[config.mk]
export PLATFORM = sky130hd
export DESIGN_NAME = oam_dma
export DESIGN_NICKNAME = d
export VERILOG_FILES = /design/src/rtl/oam_dma.sv
export SDC_FILE = /design/constraint.sdc
export NUM_CORES = 1
export LEC_CHECK = 0
export CAP_MARGIN = 5
export CORE_ASPECT_RATIO = 1.1
export CORE_MARGIN = 4
export CORE_UTILIZATION = 42
export DETAILED_ROUTE_END_ITERATION = 8
export PLACE_DENSITY = 0.79
export SETUP_SLACK_MARGIN = 0.4
export SYNTH_ARGS = -nofsm -noshare
export SYNTH_HDL_FRONTEND = slang
export SYNTH_SLANG_ARGS = --single-unit
[constraint.sdc]
create_clock -name clk -period 1.5 [get_ports clk]
set_input_delay 0.3 -clock clk [delete_from_list [all_inputs] [get_ports clk]]
set_output_delay 0.3 -clock clk [all_outputs]
set_load 0.02 [all_outputs]
[src/rtl/oam_dma.sv]
// Sprite DMA: snoops CPU writes to the page register, halts the CPU and copies
// one 256-byte CPU page into the PPU OAM data port, one bus step per clk.
// Latency: cpu_halt rises trigger+1; holds 513 (HALT on odd parity) or 514 cycles.
// Backpressure: none on the bus; the CPU is stalled through cpu_halt while active.
//
// Ports:
//   clk, rst               clock, synchronous active-high reset
//   cpu_addr/wdata/we      snooped CPU write bus (trigger source)
//   cpu_halt               stall request to the CPU core
//   dma_active             engine owns the bus (drives the mux ahead of the decoder)
//   dma_addr/we/wdata      bus master outputs while active
//   dma_rdata              combinational read data for dma_addr
module oam_dma #(
  parameter logic [15:0] PAGE_REG_ADDR = 16'h4014,
  parameter logic [15:0] OAM_DATA_ADDR = 16'h2004,
  parameter int          XFER_LEN      = 256
) (
  input  logic        clk,
  input  logic        rst,
  input  logic [15:0] cpu_addr,
  input  logic [7:0]  cpu_wdata,
  input  logic        cpu_we,
  output logic        cpu_halt,
  output logic        dma_active,
  output logic [15:0] dma_addr,
  output logic        dma_we,
  output logic [7:0]  dma_wdata,
  input  logic [7:0]  dma_rdata
);

  typedef enum logic [2:0] {
    S_IDLE,
    S_HALT,
    S_ALIGN,
    S_READ,
    S_WRITE
  } state_t;

  // The byte index is 8 bits, so the final index is the 8-bit truncation.
  localparam logic [7:0] LAST_IDX = 8'(XFER_LEN - 1);

  state_t     state_q;
  state_t     state_d;
  logic       par_q;
  logic [7:0] page_q;
  logic [7:0] idx_q;
  logic [7:0] byte_q;
  logic       trigger;

  assign trigger = cpu_we && (cpu_addr == PAGE_REG_ADDR);

  always_ff @(posedge clk) begin
    if (rst) begin
      state_q <= S_IDLE;
      par_q   <= 1'b0;
      page_q  <= 8'h00;
      idx_q   <= 8'h00;
      byte_q  <= 8'h00;
    end else begin
      state_q <= state_d;
      par_q   <= ~par_q;
      case (state_q)
        S_IDLE: begin
          if (trigger) begin
            page_q <= cpu_wdata;
            idx_q  <= 8'h00;
          end
        end
        S_READ:  byte_q <= dma_rdata;
        // Wraps to 0 on the last byte, leaving idx clean for the next transfer.
        S_WRITE: idx_q <= idx_q + 8'h01;
        default: ;
      endcase
    end
  end

  // Outputs depend only on registered state, never on the cpu_* inputs.
  always_comb begin
    state_d    = state_q;
    cpu_halt   = 1'b0;
    dma_active = 1'b0;
    dma_addr   = 16'h0000;
    dma_we     = 1'b0;
    dma_wdata  = 8'h00;
    case (state_q)
      S_IDLE: begin
        if (trigger) state_d = S_HALT;
      end
      S_HALT: begin
        cpu_halt   = 1'b1;
        dma_active = 1'b1;
        // Reads must land on even parity; insert ALIGN when HALT is even.
        state_d    = par_q ? S_READ : S_ALIGN;
      end
      S_ALIGN: begin
        cpu_halt   = 1'b1;
        dma_active = 1'b1;
        state_d    = S_READ;
      end
      S_READ: begin
        cpu_halt   = 1'b1;
        dma_active = 1'b1;
        dma_addr   = {page_q, idx_q};
        state_d    = S_WRITE;
      end
      S_WRITE: begin
        cpu_halt   = 1'b1;
        dma_active = 1'b1;
        dma_addr   = OAM_DATA_ADDR;
        dma_we     = 1'b1;
        dma_wdata  = byte_q;
        state_d    = (idx_q == LAST_IDX) ? S_IDLE : S_READ;
      end
      default: state_d = S_IDLE;
    endcase
  end

endmodule

==> results of run 1 <==
## worst min-delay path: stages
cell and delay [ns]:
sky130_fd_sc_hd__dlymetal6s2s_1 0.14, sky130_fd_sc_hd__nor3_4 0.07, sky130_fd_sc_hd__nand2_2 0.09, sky130_fd_sc_hd__nor3_4 0.06, sky130_fd_sc_hd__o21ai_1 0.11
## layout make-up
class / count / area share, %
Clock buffer: 4 / 1.317
Inverter: 1 / 0.3179
Multi-Input combinational cell: 140 / 39.15
Sequential cell: 28 / 20.80
Tap cell: 48 / 2.180
Timing Repair Buffer: 101 / 36.01
Timing Repair inverter: 1 / 0.2271
## metal layers
metal	GRT usage (%)	part of all wire [%]	wire length (um)
met1	21.76	38	1731
met2	36.05	52	2352
met3	5.186	8.0	366
met4	9.353	2.5	114
met5	0	0	0
## synthesized netlist by cell type (all sizes together), types with 4 or more instances
cell / n / share of area, %
nand4: 12 / 5.2
o21ai: 10 / 3.4
nor2: 7 / 2.5
and2: 26 / 11
a21oi: 21 / 7.2
clkbuf: 4 / 1.0
nor3: 7 / 3.1
nand2: 27 / 7.5
dfxtp: 28 / 39
buf: 8 / 3.4
nand3: 5 / 2.1
xor2: 4 / 2.4
## cells in the final DEF, fill, tap and decap left out, types with 7 or more instances in the layout
cell / instances
sky130_fd_sc_hd__dlygate4sd2_1: 14
sky130_fd_sc_hd__nand4_1: 12
sky130_fd_sc_hd__and2_4: 23
sky130_fd_sc_hd__buf_6: 41
sky130_fd_sc_hd__nand2_1: 18
sky130_fd_sc_hd__clkdlybuf4s50_1: 19
sky130_fd_sc_hd__a21oi_1: 19
sky130_fd_sc_hd__dfxtp_1: 22
sky130_fd_sc_hd__nand2_2: 7
sky130_fd_sc_hd__buf_4: 24
## what timing repair did
action,in CTS,in global routing
gates cloned,4,0
endpoints found under the setup margin,54,54
endpoints found under the hold margin,0,0
gates resized for setup,216,9
pin swaps,35,11
setup buffers,11,3
## power groups by stage
stage	Clock, W	Sequential, W	Combinational, W
2_1_floorplan	0	0.000819	0.000282
3_3_place_gp	0	0.000816	0.000541
3_5_place_dp	0	0.000818	0.000552
4_1_cts	0.000371	0.000805	0.000731
5_1_grt	0.000420	0.000809	0.000826
6_report	0.000372	0.000806	0.000787
## kinds of logic (layout without fill, tap and decap cells)
family / after synthesis / count (layout) / share of synthesized area [%]
flip-flops: 28 / 28 / 38.62
buffers and inverters: 13 / 107 / 4.914
adder cells (fa/ha/maj): 1 / 1 / 0.8619
AO/OA/AOI/OAI: 34 / 34 / 12.59
AND/OR/NAND/NOR: 98 / 99 / 39.40
XOR/XNOR: 6 / 6 / 3.621
## metrics by stage
stage	TNS (ns)	hold WS, ns	utilization, %
floorplan	0	0.3936	-
global placement	-9.539	0.4069	71.56
detailed placement	-10.23	0.4225	71.56
CTS	-2.516	0.4414	81.18
global route	-4.810	0.4756	82.72
finish	-2.120	0.4621	82.72
## sequential cells by signal, summed over array words and instances, names as in the netlist
signal / count
byte_q: 8
idx_q: 8
page_q: 8
par_q: 1
state_q: 3
## worst min-delay path by stage
| stage | start | endpoint | slack [ns] | depth (start not counted) |
|---|---|---|---|---|
| after floorplan | par_q$_SDFF_PP0_ | par_q$_SDFF_PP0_ | 0.39 | 1 |
| after global placement | par_q$_SDFF_PP0_ | par_q$_SDFF_PP0_ | 0.41 | 1 |
| after detailed placement | par_q$_SDFF_PP0_ | par_q$_SDFF_PP0_ | 0.42 | 1 |
| after CTS | par_q$_SDFF_PP0_ | par_q$_SDFF_PP0_ | 0.44 | 1 |
| after global routing | cpu_addr[0] | idx_q[6]$_SDFFE_PP0P_ | 0.48 | 5 |
| final | cpu_addr[0] | idx_q[6]$_SDFFE_PP0P_ | 0.46 | 5 |
==> impl_results.md, run 1 <==
- Setup crit end kind: output pin
- Critical path launch point: state_q[1]$_SDFFE_PP0P_
- Number of enable flip-flop cells after synthesis: 0
- IR Drop Worst-Case VDD: between 0.5 and 0.6 mV
- Number of buffers inserted during clock tree synthesis: 3
- Switching portion of total power: 30.50%
- Clock-pin slew on the worst setup and hold paths: 0.16 ns
- Global-route wire length before repair: 7369 um
- Count of different cell masters after synthesis: 32
- Register area: 573.1 sq um
- Placement Setup Slack: -0.3116 ns
- Count of routing violations after the opening detailed-route iteration: 68
- Remaining design rule violation count: 0
- Critical register-to-register path endpoint: idx_q[6]$_SDFFE_PP0P_
- Top cell by count, worst path: sky130_fd_sc_hd__buf_6
- Total GRT Usage: between 20% and 30%
- Upper clock frequency limit: 0.6221 GHz
- # H-tree levels: 1
- Outcome: finished with violations
- Average cell area after synthesis: 8.063 sq um
- Per-cell routed wire length: 14.13 um
- Area growth, synth to finish: 89.83%
- Final critical path time including I/O delays and setup: between 1.5 and 2 ns
- Sequential power share: around two fifths
- Number of nets produced by synthesis: 216
- CTS tree: done
- Design area: 2755 sq um
- Violations in the final reports: negative setup slack
- Number of antenna violations at the first check in global routing: 0
- Final setup viols: 28
- Sum of overflow across all layers after global routing: 0
- Part of the power in combinational logic: 40.0%
- Internal power: 0.001366 W
- CTS root buffer: sky130_fd_sc_hd__clkbuf_4
- Final worst setup slack: -0.1074 ns
- Clock network fraction of total power: about a fifth
- Layout cell share with drive strength beyond 1: approximately half
- Register area share after synthesis: approximately two fifths
- Worst Path Arrival: 1.31 ns
- Pre-antenna DRT Iters: 4
- Vias per std cell: 5.226
- Leakage power: 1.130 nW
- Maximum clock skew at final layout: ~0.010 ns
- Weighted congestion reported at the end of routability-driven placement: 0.7990
- Yosys warning total: 0
- Number of placed I/O pins: just over 60
- Buffers from clock root to sink, at most: 2
- Critical path start-end classification: reg -> out
- Die width: 64.05 um
- Worst relative slew slack: 80.30%
- HPWL after DPL: 2903 um
- Starting utilization of the core area: 43.58%
- Via count: 1,688
- Classification of the worst-slack hold path: in -> reg
- Slew Limit Fails: 0
- Kind of cell adding the most delay to the critical path: flip-flops
- Dominant register cell in the synthesized netlist: sky130_fd_sc_hd__dfxtp_1
- Type of element launching the critical path: flip-flop
- Fill cell count: 183
- Post-layout instance count excluding filler cells: 323
- Critical-path cell with the highest stage delay: sky130_fd_sc_hd__dfxtp_4
- Via count of the first global-routing pass: 1,709
- Clock latency on the worst-skew pair: about 0.33 ns
- CTS Hold Bufs: 0
- Setup repair after global routing missed its margin: yes
- Flop-to-flop setup slack: -0.02 ns
- Switching power: 0.0005994 W
- Clock sink count: 28
- Number of buffer and inverter instances along the worst setup path: 2
- Slew at the pin closest to its max-slew limit: 0.2955 ns
- Remaining antenna violation count: 0
- Maximum fanout count along the critical path: 6
- Final worst path period share: 107.2%
- Seq cells post-synth: 28
- Total power divided by cell area: 713.3 nW/um^2
- Number of violations of the max-capacitance limit: 0
- Total power draw: between 0.0015 and 0.002 W
- N_diodes: 0
- Share of synthesized registers carrying an async set or reset: 0%
- Die boundary height: 69.66 um
- Placed Cells: 301
- Cell area after technology mapping: 1451 sq um
- Data required, critical path: 1.20 ns
- Port buffer count: 61
- Largest net degree at the start of global routing: 17
- Final Net Count: 312
- Overall die area: 4461 sq um
- End point of the critical path: dma_addr[4]
- Critical path depth: 5
- Cell area after placement: 2384 sq um
- Total routed wirelength: 4565 um
- Core ar.: between 3000 and 4000 sq um
- Multi-input gate area in the final layout: 1079 sq um
- Site Rows: 22
- Synthesized instance count: 180
- Crit-path cells: nand2_4 > nor2_4 > buf_6 > and2_4 > buf_6
- Hold Violations, Final: 0
- Longest individual stage delay on the worst path: 0.41 ns
- Cells on worst reg2reg path: 9
- Startpoint of the worst register-to-register path: state_q[1]$_SDFFE_PP0P_
Note: power is estimated with default switching activity, not from simulation.
==> run 2, diff against run 1 <==
SKIP_LAST_GASP = 1   (was not set)
==> impl_results.md, run 2 (synthesis gave the netlist of run 1 again) <==
- Number of violations of the max-capacitance limit: 0 (unchanged)
- Final critical path time including I/O delays and setup: 1.610 ns (+0.002344 ns)
- Leakage power: 1.123 nW (-0.69%)
- Largest regs: byte_q (8), idx_q (8), page_q (8)
- Leading cell types in the layout, fill and taps excluded: sky130_fd_sc_hd__buf_6 (41), sky130_fd_sc_hd__and2_4 (23), sky130_fd_sc_hd__buf_4 (23)
- Final worst path period share: 107.3% (+0.16 points)
- Type of element launching the critical path: flip-flop
- CTS root buffer: sky130_fd_sc_hd__clkbuf_4
- Via count of the first global-routing pass: 1,670 (-2.3%)
- # H-tree levels: 1 (unchanged)
- Overall die area: 4461 sq um (unchanged)
- Upper clock frequency limit: 0.6212 GHz (-0.15%)
- Maximum clock skew at final layout: 0.01163 ns (+0.001393 ns)
- Setup crit end kind: output pin
- Layout cell share with drive strength beyond 1: 51.09% (+0.55 points)
- Pre-antenna DRT Iters: 4 (unchanged)
- Maximum fanout count along the critical path: 6 (unchanged)
- IR Drop Worst-Case VDD: 0.5199 mV (+0.28%)
- Clock-pin slew on the worst setup and hold paths: 0.16 ns (about the same)
- Starting utilization of the core area: 43.58% (unchanged)
- Classification of the worst-slack hold path: reg -> reg
- Total power divided by cell area: 699.9 nW/um^2 (-1.9%)
- Setup repair after global routing missed its margin: yes
- Most common cell after layout, fill and taps aside: sky130_fd_sc_hd__buf_6
- Per-cell routed wire length: 14.13 um (about the same)
- Violations in the final reports: negative setup slack
- Number of buffers inserted during clock tree synthesis: 3 (unchanged)
- Die boundary height: 69.66 um (unchanged)
- Remaining antenna violation count: 0 (unchanged)
- Hold Violations, Final: 0 (unchanged)
- Weighted congestion reported at the end of routability-driven placement: 0.7990 (unchanged)
- Via count: 1,666 (-1.3%)
- Clock latency on the worst-skew pair: 0.34 ns (about the same)
- Slew Limit Fails: 0 (unchanged)
- Data required, critical path: 1.20 ns (about the same)
- Slew at the pin closest to its max-slew limit: 0.3242 ns (+0.02865 ns)
- Final core area utilization: 82.64% (about the same)
- Die width: 64.05 um (unchanged)
- Outcome: finished with violations
- Total GRT Usage: 19.81% (-0.37 points)
- Worst relative slew slack: 78.32% (-2.0 points)
- Port buffer count: 61 (unchanged)
- Remaining design rule violation count: 0 (unchanged)
- Number of antenna violations at the first check in global routing: 0 (unchanged)
- Core ar.: 3331 sq um (unchanged)
- Site Rows: 22 (unchanged)
- N_diodes: 0 (unchanged)
- Area growth, synth to finish: 89.66% (about the same)
- Global-route wire length before repair: 7279 um (-1.2%)
- Final worst setup slack: -0.1097 ns (-0.002344 ns)
- Final Net Count: 311 (-0.32%)
- Post-layout instance count excluding filler cells: 322 (-0.31%)
- Number of placed I/O pins: 62 (unchanged)
- Total routed wirelength: 4549 um (-0.35%)
- Placed Cells: 301 (unchanged)
- Sum of overflow across all layers after global routing: 0 (unchanged)
- Worst Path Arrival: 1.31 ns (about the same)
- Buffers from clock root to sink, at most: 2 (unchanged)
- Final setup viols: 29 (+3.6%)
- Count of routing violations after the opening detailed-route iteration: 46 (-32%)
- CTS tree: done
- Largest net degree at the start of global routing: 17 (unchanged)
- Total Negative Setup Slacks: -2.343 ns (-0.2228 ns)
- Vias per std cell: 5.174 (-1.0%)
- Critical path start-end classification: reg -> out
- Clock sink count: 28 (unchanged)
- HPWL after DPL: 2903 um (unchanged)
==> run 2: worst max-delay path: stages, from the launching register on <==
cell                      delay (ns)
sky130_fd_sc_hd__dfxtp_4        0.40
sky130_fd_sc_hd__nand2_4        0.06
sky130_fd_sc_hd__nor2_4         0.12
sky130_fd_sc_hd__buf_6          0.15
sky130_fd_sc_hd__and2_4         0.14
sky130_fd_sc_hd__buf_6          0.11
==> run 2: path summary, 6_finish.rpt <==
check	start	end	slack [ns]	depth (start not counted)
max	state_q[1]$_SDFFE_PP0P_	dma_addr[4]	-0.11	5
min	par_q$_SDFF_PP0_	par_q$_SDFF_PP0_	0.43	1
max reg2reg	state_q[0]$_SDFFE_PP0P_	idx_q[5]$_SDFFE_PP0P_	-0.05	9
min reg2reg	par_q$_SDFF_PP0_	par_q$_SDFF_PP0_	0.43	1
==> run 2: through the flow <==
| stage | cell area [sq um] | hold WS (ns) | setup WS [ns] | power [W] |
|---|---|---|---|---|
| after floorplan | 1618 | 0.3936 | 0.2030 | 0.001101 |
| final | 2753 | 0.4348 | -0.1097 | 0.001927 |
| after global placement | 2384 | 0.4069 | -0.2713 | 0.001357 |
| after detailed placement | 2384 | 0.4225 | -0.3116 | 0.001369 |
| after global routing | 2753 | 0.4607 | -0.1967 | 0.002015 |
| after CTS | 2683 | 0.4414 | -0.1213 | 0.001896 |
==> run 2: layer usage <==
metal | vias to the layer above | routed length, um | global-route usage, %
met4 | 0 | 66 | 5.755
met1 | 776 | 1755 | 22.33
met3 | 9 | 347 | 5.186
li1 | 819 | - | -
met5 | - | 0 | 0
met2 | 62 | 2380 | 35.82
==> run 2: final cells by class <==
cell class | count | area [sq um]
Multi-Input combinational cell | 140 | 1086
Timing Repair Buffer | 100 | 982.2
Fill cell | 190 | 578.1
Sequential cell | 28 | 573.1
Tap cell | 48 | 60.06
Clock buffer | 4 | 36.28
Inverter | 1 | 8.758
Timing Repair inverter | 1 | 6.256
==> run 2: timing repair <==
action / CTS / global route
hold buffers: 0 / 0
cloned: 4 / 0
gates resized for setup: 212 / 14
endpoints found under the setup margin: 54 / 54
pin swaps: 35 / 10
buffers inserted: 11 / 2
==> run 2: power breakdown <==
part,switching [W],total (W),internal [W]
combinational,0.000335,0.000746,0.000411
clock,0.000227,0.000375,0.000149
sequential,0.0000307,0.000806,0.000775
total,0.000592,0.00193,0.00133
